File: src/rtl/instr_sequencer.sv
// Program-side sequencer for bit_serial: loadable instruction store, program counter,
// start/done handshake, and PC advance on the processor's increment strobe.
module instr_sequencer #(
  parameter int INSTR_W = 3,
  parameter int PC_W    = 2
) (
  input  logic               i_clk,
  input  logic               i_rst_n,
  input  logic               i_prog_we,
  input  logic [PC_W-1:0]    i_prog_addr,
  input  logic [INSTR_W-1:0] i_prog_data,
  input  logic [PC_W-1:0]    i_data_last,
  input  logic               i_run,
  input  logic               i_con_pcincr,
  output logic [INSTR_W-1:0] o_data_instruction,
  output logic               o_start,
  output logic [PC_W-1:0]    o_data_pc,
  output logic               o_con_busy,
  output logic               o_con_done
);

  localparam int DEPTH = 2 ** PC_W;

  typedef enum logic [1:0] {
    IDLE  = 2'd0,
    START = 2'd1,
    RUN   = 2'd2,
    DONE  = 2'd3
  } state_t;

  state_t             state_r;
  logic [PC_W-1:0]    pc_r;
  logic [PC_W-1:0]    last_r;
  logic               start_r;
  logic               busy_r;
  logic               done_r;
  logic [INSTR_W-1:0] store_r [DEPTH];

  // Instruction store: writable only while idle so a running program cannot be altered
  always_ff @(posedge i_clk or negedge i_rst_n) begin
    if (!i_rst_n) begin
      for (int i = 0; i < DEPTH; i++) begin
        store_r[i] <= '0;
      end
    end else if (i_prog_we && (state_r == IDLE)) begin
      store_r[i_prog_addr] <= i_prog_data;
    end
  end

  // Sequencing FSM with registered handshake outputs and program counter
  always_ff @(posedge i_clk or negedge i_rst_n) begin
    if (!i_rst_n) begin
      state_r <= IDLE;
      pc_r    <= '0;
      last_r  <= '0;
      start_r <= 1'b0;
      busy_r  <= 1'b0;
      done_r  <= 1'b0;
    end else begin
      case (state_r)
        IDLE: begin
          pc_r   <= '0;
          done_r <= 1'b0;
          if (i_run) begin
            state_r <= START;
            last_r  <= i_data_last;
            start_r <= 1'b1;
            busy_r  <= 1'b1;
          end
        end
        START: begin
          state_r <= RUN;
          start_r <= 1'b0;
          busy_r  <= 1'b1;
        end
        RUN: begin
          if (i_con_pcincr) begin
            if (pc_r != last_r) begin
              pc_r <= pc_r + {{(PC_W-1){1'b0}}, 1'b1};
            end else begin
              // Last instruction retired: pc stays put for the done cycle
              state_r <= DONE;
              busy_r  <= 1'b0;
              done_r  <= 1'b1;
            end
          end
        end
        DONE: begin
          state_r <= IDLE;
          pc_r    <= '0;
          done_r  <= 1'b0;
          busy_r  <= 1'b0;
        end
        default: begin
          state_r <= IDLE;
          pc_r    <= '0;
          start_r <= 1'b0;
          busy_r  <= 1'b0;
          done_r  <= 1'b0;
        end
      endcase
    end
  end

  assign o_data_instruction = store_r[pc_r];
  assign o_data_pc          = pc_r;
  assign o_start            = start_r;
  assign o_con_busy         = busy_r;
  assign o_con_done         = done_r;

endmodule

File: config.mk
export PLATFORM = sky130hd
export DESIGN_NAME = instr_sequencer
export DESIGN_NICKNAME = d
export VERILOG_FILES = /design/src/rtl/instr_sequencer.sv
export SDC_FILE = /design/constraint.sdc
export NUM_CORES = 1
export LEC_CHECK = 0
export CAP_MARGIN = 20
export CORE_MARGIN = 5
export CORE_UTILIZATION = 45
export DETAILED_ROUTE_END_ITERATION = 7
export GPL_TIMING_DRIVEN = 0
export HOLD_SLACK_MARGIN = 0.02
export PLACE_DENSITY = 0.7
export SETUP_SLACK_MARGIN = 0.1
export SLEW_MARGIN = 15
export SYNTH_ARGS = -nofsm -noshare
export SYNTH_HDL_FRONTEND = slang
export SYNTH_SLANG_ARGS = --single-unit
File: constraint.sdc
create_clock -name i_clk -period 2.4 [get_ports i_clk]
set_input_delay 0.36 -clock i_clk [delete_from_list [all_inputs] [get_ports i_clk]]
set_output_delay 0.36 -clock i_clk [all_outputs]
set_load 0.01 [all_outputs]
# [Word level (Yosys, flattened, before mapping)]
# Cells that the tools add are included.
[op_classes] n_reduce_logical=11 bitwise=2 addsub=1 magnitude_cmp=3 mux=21 eq_ne=8
[op_table] op="bitwise mux 12 bit" n=1
[op_table] op="two-way mux 2 bit" n=5
[op_table] op="two-way mux 3 bit" n=3
[op_table] op="AND reduction 3 bit" n=3
[op_table] op="inequality test 2 bit, second input constant" n=4
[op_table] op="one-hot mux 2 bit (4 select lines)" n=1
[op_table] op="binary-select mux 3 bit (select 2 bit)" n=1
[op_table] op="demux 3 bit (select 2 bit)" n=1
[op_table] op=">= comparator 3 bit, second input constant" n=2
[op_table] op="NOT 2 -> 3 bit" n=2
[op_table] op="two-way mux 1 bit" n=5
[op_table] op="equality test 2 bit, second input constant" n=2
[op_table] op="one-hot mux 1 bit (2 select lines)" n=2
[op_table] op="one-hot mux 1 bit (4 select lines)" n=1
[op_table] op="one-hot mux 2 bit (2 select lines)" n=1
[op_table] op="AND reduction 2 bit" n=2
[op_table] op="nonzero test 2 bit" n=2
[op_table] op="less-than comparator 3 x 1 -> 1 bit, second input constant" n=1
[op_table] op="adder 2 x 1 -> 2 bit, second input constant" n=1
[op_table] op="equality test 2 x 1 -> 1 bit, second input constant" n=1
[op_table] op="logical AND 1 bit" n=2
[op_table] op="zero test 2 bit" n=1
[op_table] op="inequality test 2 bit" n=1
[op_table] op="OR reduction 2 bit" n=1
[totals] reg_bits=21 input_bits=12

# [Depth between registers and ports, before layout]
[depth] ltp_word=6 depth_mapped=6

# [Worst setup path before layout]
# Ideal clock, no wire load.
[synth_timing] kind="reg-to-reg" start="register state_r[0]" end="register store_r[10] (netlist name)" path_buffers=0 setup_time_ns=0.125 period_less_slack_ns=1.564 t_arrival_ns=1.439 slack_ns=0.836 required_time_ns=2.275 stages_incl_launch_ff=6 cell_sequence="dfrtp_1 > inv_1 > ha_1 > nand2_1 > nor3_1 > mux2_2"
[synth_via] elab_chain_cells=2
[synth_lines] element="from (decl)" line_no="31" rtl="state_t state_r;"
[synth_lines] element="from (signal assigned)" line_no="53" rtl="state_r <= IDLE;"
[synth_lines] element="from (signal assigned)" line_no="65" rtl="state_r <= START;"
[synth_lines] element="from (signal assigned)" line_no="72" rtl="state_r <= RUN;"
[synth_lines] element="zero test 2 bit" line_no="45" rtl="end else if (i_prog_we && (state_r == IDLE)) begin"
[synth_lines] element="logical AND 1 bit" line_no="45"
[synth_lines] element="to (signal, indexed assignment)" line_no="46" rtl="store_r[i_prog_addr] <= i_prog_data;"
[synth_lines] element="to (decl)" line_no="37" rtl="logic [INSTR_W-1:0] store_r [DEPTH];"
# Every way passes these cells.
# A chain may end at the register's enable or synchronous reset.

# [Final worst setup path]
[layout_timing] start="register pc_r[0] (netlist: o_data_pc[0])" end="output port o_data_instruction[0]"
[layout_via] elab_chain_cells=4
[layout_lines] element="from (decl)" line_no="32" rtl="logic [PC_W-1:0] pc_r;"
[layout_lines] element="from (signal assigned)" line_no="79" rtl="pc_r <= pc_r + {{(PC_W-1){1'b0}}, 1'b1};"
[layout_lines] element="NOT 2 -> 3 bit (implied by the code)" line_no="105" rtl="assign o_data_instruction = store_r[pc_r];"
[layout_lines] element="binary-select mux 3 bit (select 2 bit)" line_no="105"
[layout_lines] element="two-way mux 3 bit (implied by the code) (2 in a row)" line_no="105"
[layout_lines] element="to (decl)" line_no="15" rtl="output logic [INSTR_W-1:0] o_data_instruction,"
# Every way passes these cells. The select of a mux whose other input is x is not followed.

==> run metrics <==
outcome finished, final reports clean; Congestion Overflow GR 0; Worst Skew between 0.02 and 0.025 ns; Final ANT Viol Nets 0; Cells after Synth 85; core area 2280 um^2; final worst slack between 0.15 and 0.2 ns; first-pass GRT wire length between 3000 and 4000 um; Root Buffer Master clkbuf_4; actual slew at the worst max-slew pin 0.944 ns; crit path time final ~2.2 ns; largest net degree at the start of global routing 22; Longest Clk Path Bufs 2; Avg Vias per Cell between 5 and 6; WL per Instance around 15 um; Layout area overhead 23.3%; TritonCTS Buffers 3; post-CTS setup buffer count 0; final WL ~2000 um; detailed placement HPWL between 1500 and 2000 um; Initial DRC Count 12; DIE AREA 3530 um^2; most common cell after layout, fill and taps aside dfrtp_1; Seq cells post-synth 21; IR drop worst, VDD roughly 0.00081 V; CTS H-tree depth 1; antenna violations before repair 0; CTS sink cnt 21; Setup violations, final 0; Max-Cap Viols 0; crit start category flip-flop; vias 730; Finished Layout Cells around 140; vias in the first global route 705; site row count 17; DRC violations left 0; # IOs 20; Final period util between 90 and 100%; Worst Path Arrival between 1.5 and 2 ns; Slew headroom 36.9%; Worst Setup Path Type flip-flop to output pin; Reg2Reg Depth 5; Final Slew Violations 0; RePlAce Congestion 0.770; CP Capture Type output pin; pwr dens between 1000 and 1500 nW/um^2; Syn Std Cell Area 1100 um^2; Crit Path Max Fanout 7; hold path cells 1; Critical Path End o_data_instruction[0]; Total GRT Usage 13.1%; Clock Pin Slew Worst Setup and Hold Paths around 0.13 ns; Syn Nets 103; Avg Inst Size Synth between 10 and 15 um^2; post-synth cell types 28; DIE WIDTH slightly below 60 um; TNS Setup 0 ns; origin of the critical flop-to-flop path state_r[0]; Placed Cells incl. Taps roughly 130; CTS tree done; n_diodes 0; sequential fraction of the synthesis area a little under half; Max Freq around 450 MHz; Starting Density 48.2%; Hold Path Class flip-flop to flip-flop; Post-CTS Resized 0; Worst R2R End store_r[10]; die height ~60 um; most frequent cells in the layout dfrtp_1, clkdlybuf4s50_1, mux2_2, nand2_1, ha_1; r2r setup slk about 0.46 ns; Final Hold Fails 0; Detailed Routing Iterations Pass 1 4; post-place setup slack ~0.46 ns; PortBufs 19; CP Data Required Time a little over 2 ns; post-layout net count ~130; hold buffer count at CTS 0; Worst Setup SP o_data_pc[0]; layout cell share with drive strength beyond 1 about 23%; RSZ-0062 raised after global routing no; worst skew pair latency about 0.32 ns; Leak around 0.61 nW; synth warn 0
## worst max-delay path: stages (launching register included)
cell             delay (ns)
dfrtp_1                0.37
buf_6                  0.14
mux4_1                 0.55
clkdlybuf4s50_1        0.49
## Yosys cell counts (all sizes together)
library cell  count  area share (%)
or3b              1             1.0
o21bai            1             1.0
buf               1             1.0
a41oi             1            0.80
a21bo             1            0.91
mux2             15              15
o22ai             1            0.57
a21oi             1            0.46
nor2              4             1.4
a22o              2             1.7
nand2             8             2.7
o21ai             2             1.3
a31oi             1            0.57
nand4b            1            0.80
mux2i             1            0.91
nor2b             1            0.57
ha                6             6.8
nand3b            1            0.68
mux4              3             7.2
nor3              1            0.46
inv               3             1.0
dfrtp            21              48
nand2b            3             1.7
nand4             1            0.57
xor2              2             1.6
nand3             2            0.91
## layer usage
layer	routed length, um	global-route usage, %	vias up
met2	884	18.4	17
met3	115	5.23	5
met5	0	0	-
met4	38	5.83	0
met1	983	17.5	352
li1	-	-	356
## stage by stage
step           total power [mW]  area, um^2  hold WS (ns)  util [%]
6_report                   1.65        1350         0.513      59.4
5_1_grt                    1.78        1350         0.530      59.4
4_1_cts                    1.67        1350         0.517      59.4
3_5_place_dp               1.49        1320         0.486      58.1
3_3_place_gp               1.46        1320         0.473      58.1
2_1_floorplan              1.19        1100        0.0644         -
## layout make-up
type / count / area (um^2)
fill: 184 / 923
inverter: 3 / 11.3
tap: 28 / 35.0
buffer: 1 / 11.3
clock inverter: 1 / 7.51
clock buffer: 3 / 22.5
sequential: 21 / 526
multi-input combinational: 60 / 549
timing repair buffer: 19 / 190
## where the power goes
part | total [mW] | switching (mW) | leakage, nW | internal [mW]
combinational | 0.837 | 0.352 | 0.336 | 0.485
sequential | 0.637 | 0.114 | 0.257 | 0.524
clock | 0.180 | 0.116 | 0.0139 | 0.0638
total | 1.65 | 0.582 | 0.607 | 1.07
## registers in the layout, summed over array words and instances, names as in the netlist
signal	count
o_data_pc	2
last_r	2
o_start	1
state_r	2
o_con_busy	1
store_r	12
o_con_done	1
## cell families (layout without fill, tap and decap cells)
logic type | count (synthesis) | after routing | synth area share, %
AND/OR/NAND/NOR | 23 | 23 | 10.8
flip-flops | 21 | 21 | 47.9
multiplexers | 19 | 19 | 23.5
AO/OA/AOI/OAI | 10 | 10 | 7.30
adder cells (fa/ha/maj) | 6 | 6 | 6.84
buffers and inverters | 4 | 27 | 2.05
XOR/XNOR | 2 | 2 | 1.60
## how the worst min path moves through the flow
stage	end	start
finish	o_con_busy	o_con_busy
global route	store_r[10]	store_r[10]
CTS	o_con_busy	o_con_busy
detailed placement	o_con_busy	o_con_busy
global placement	o_con_busy	o_con_busy
floorplan	last_r[0]	i_rst_n
No activity file was read; power rests on OpenSTA's default activity.
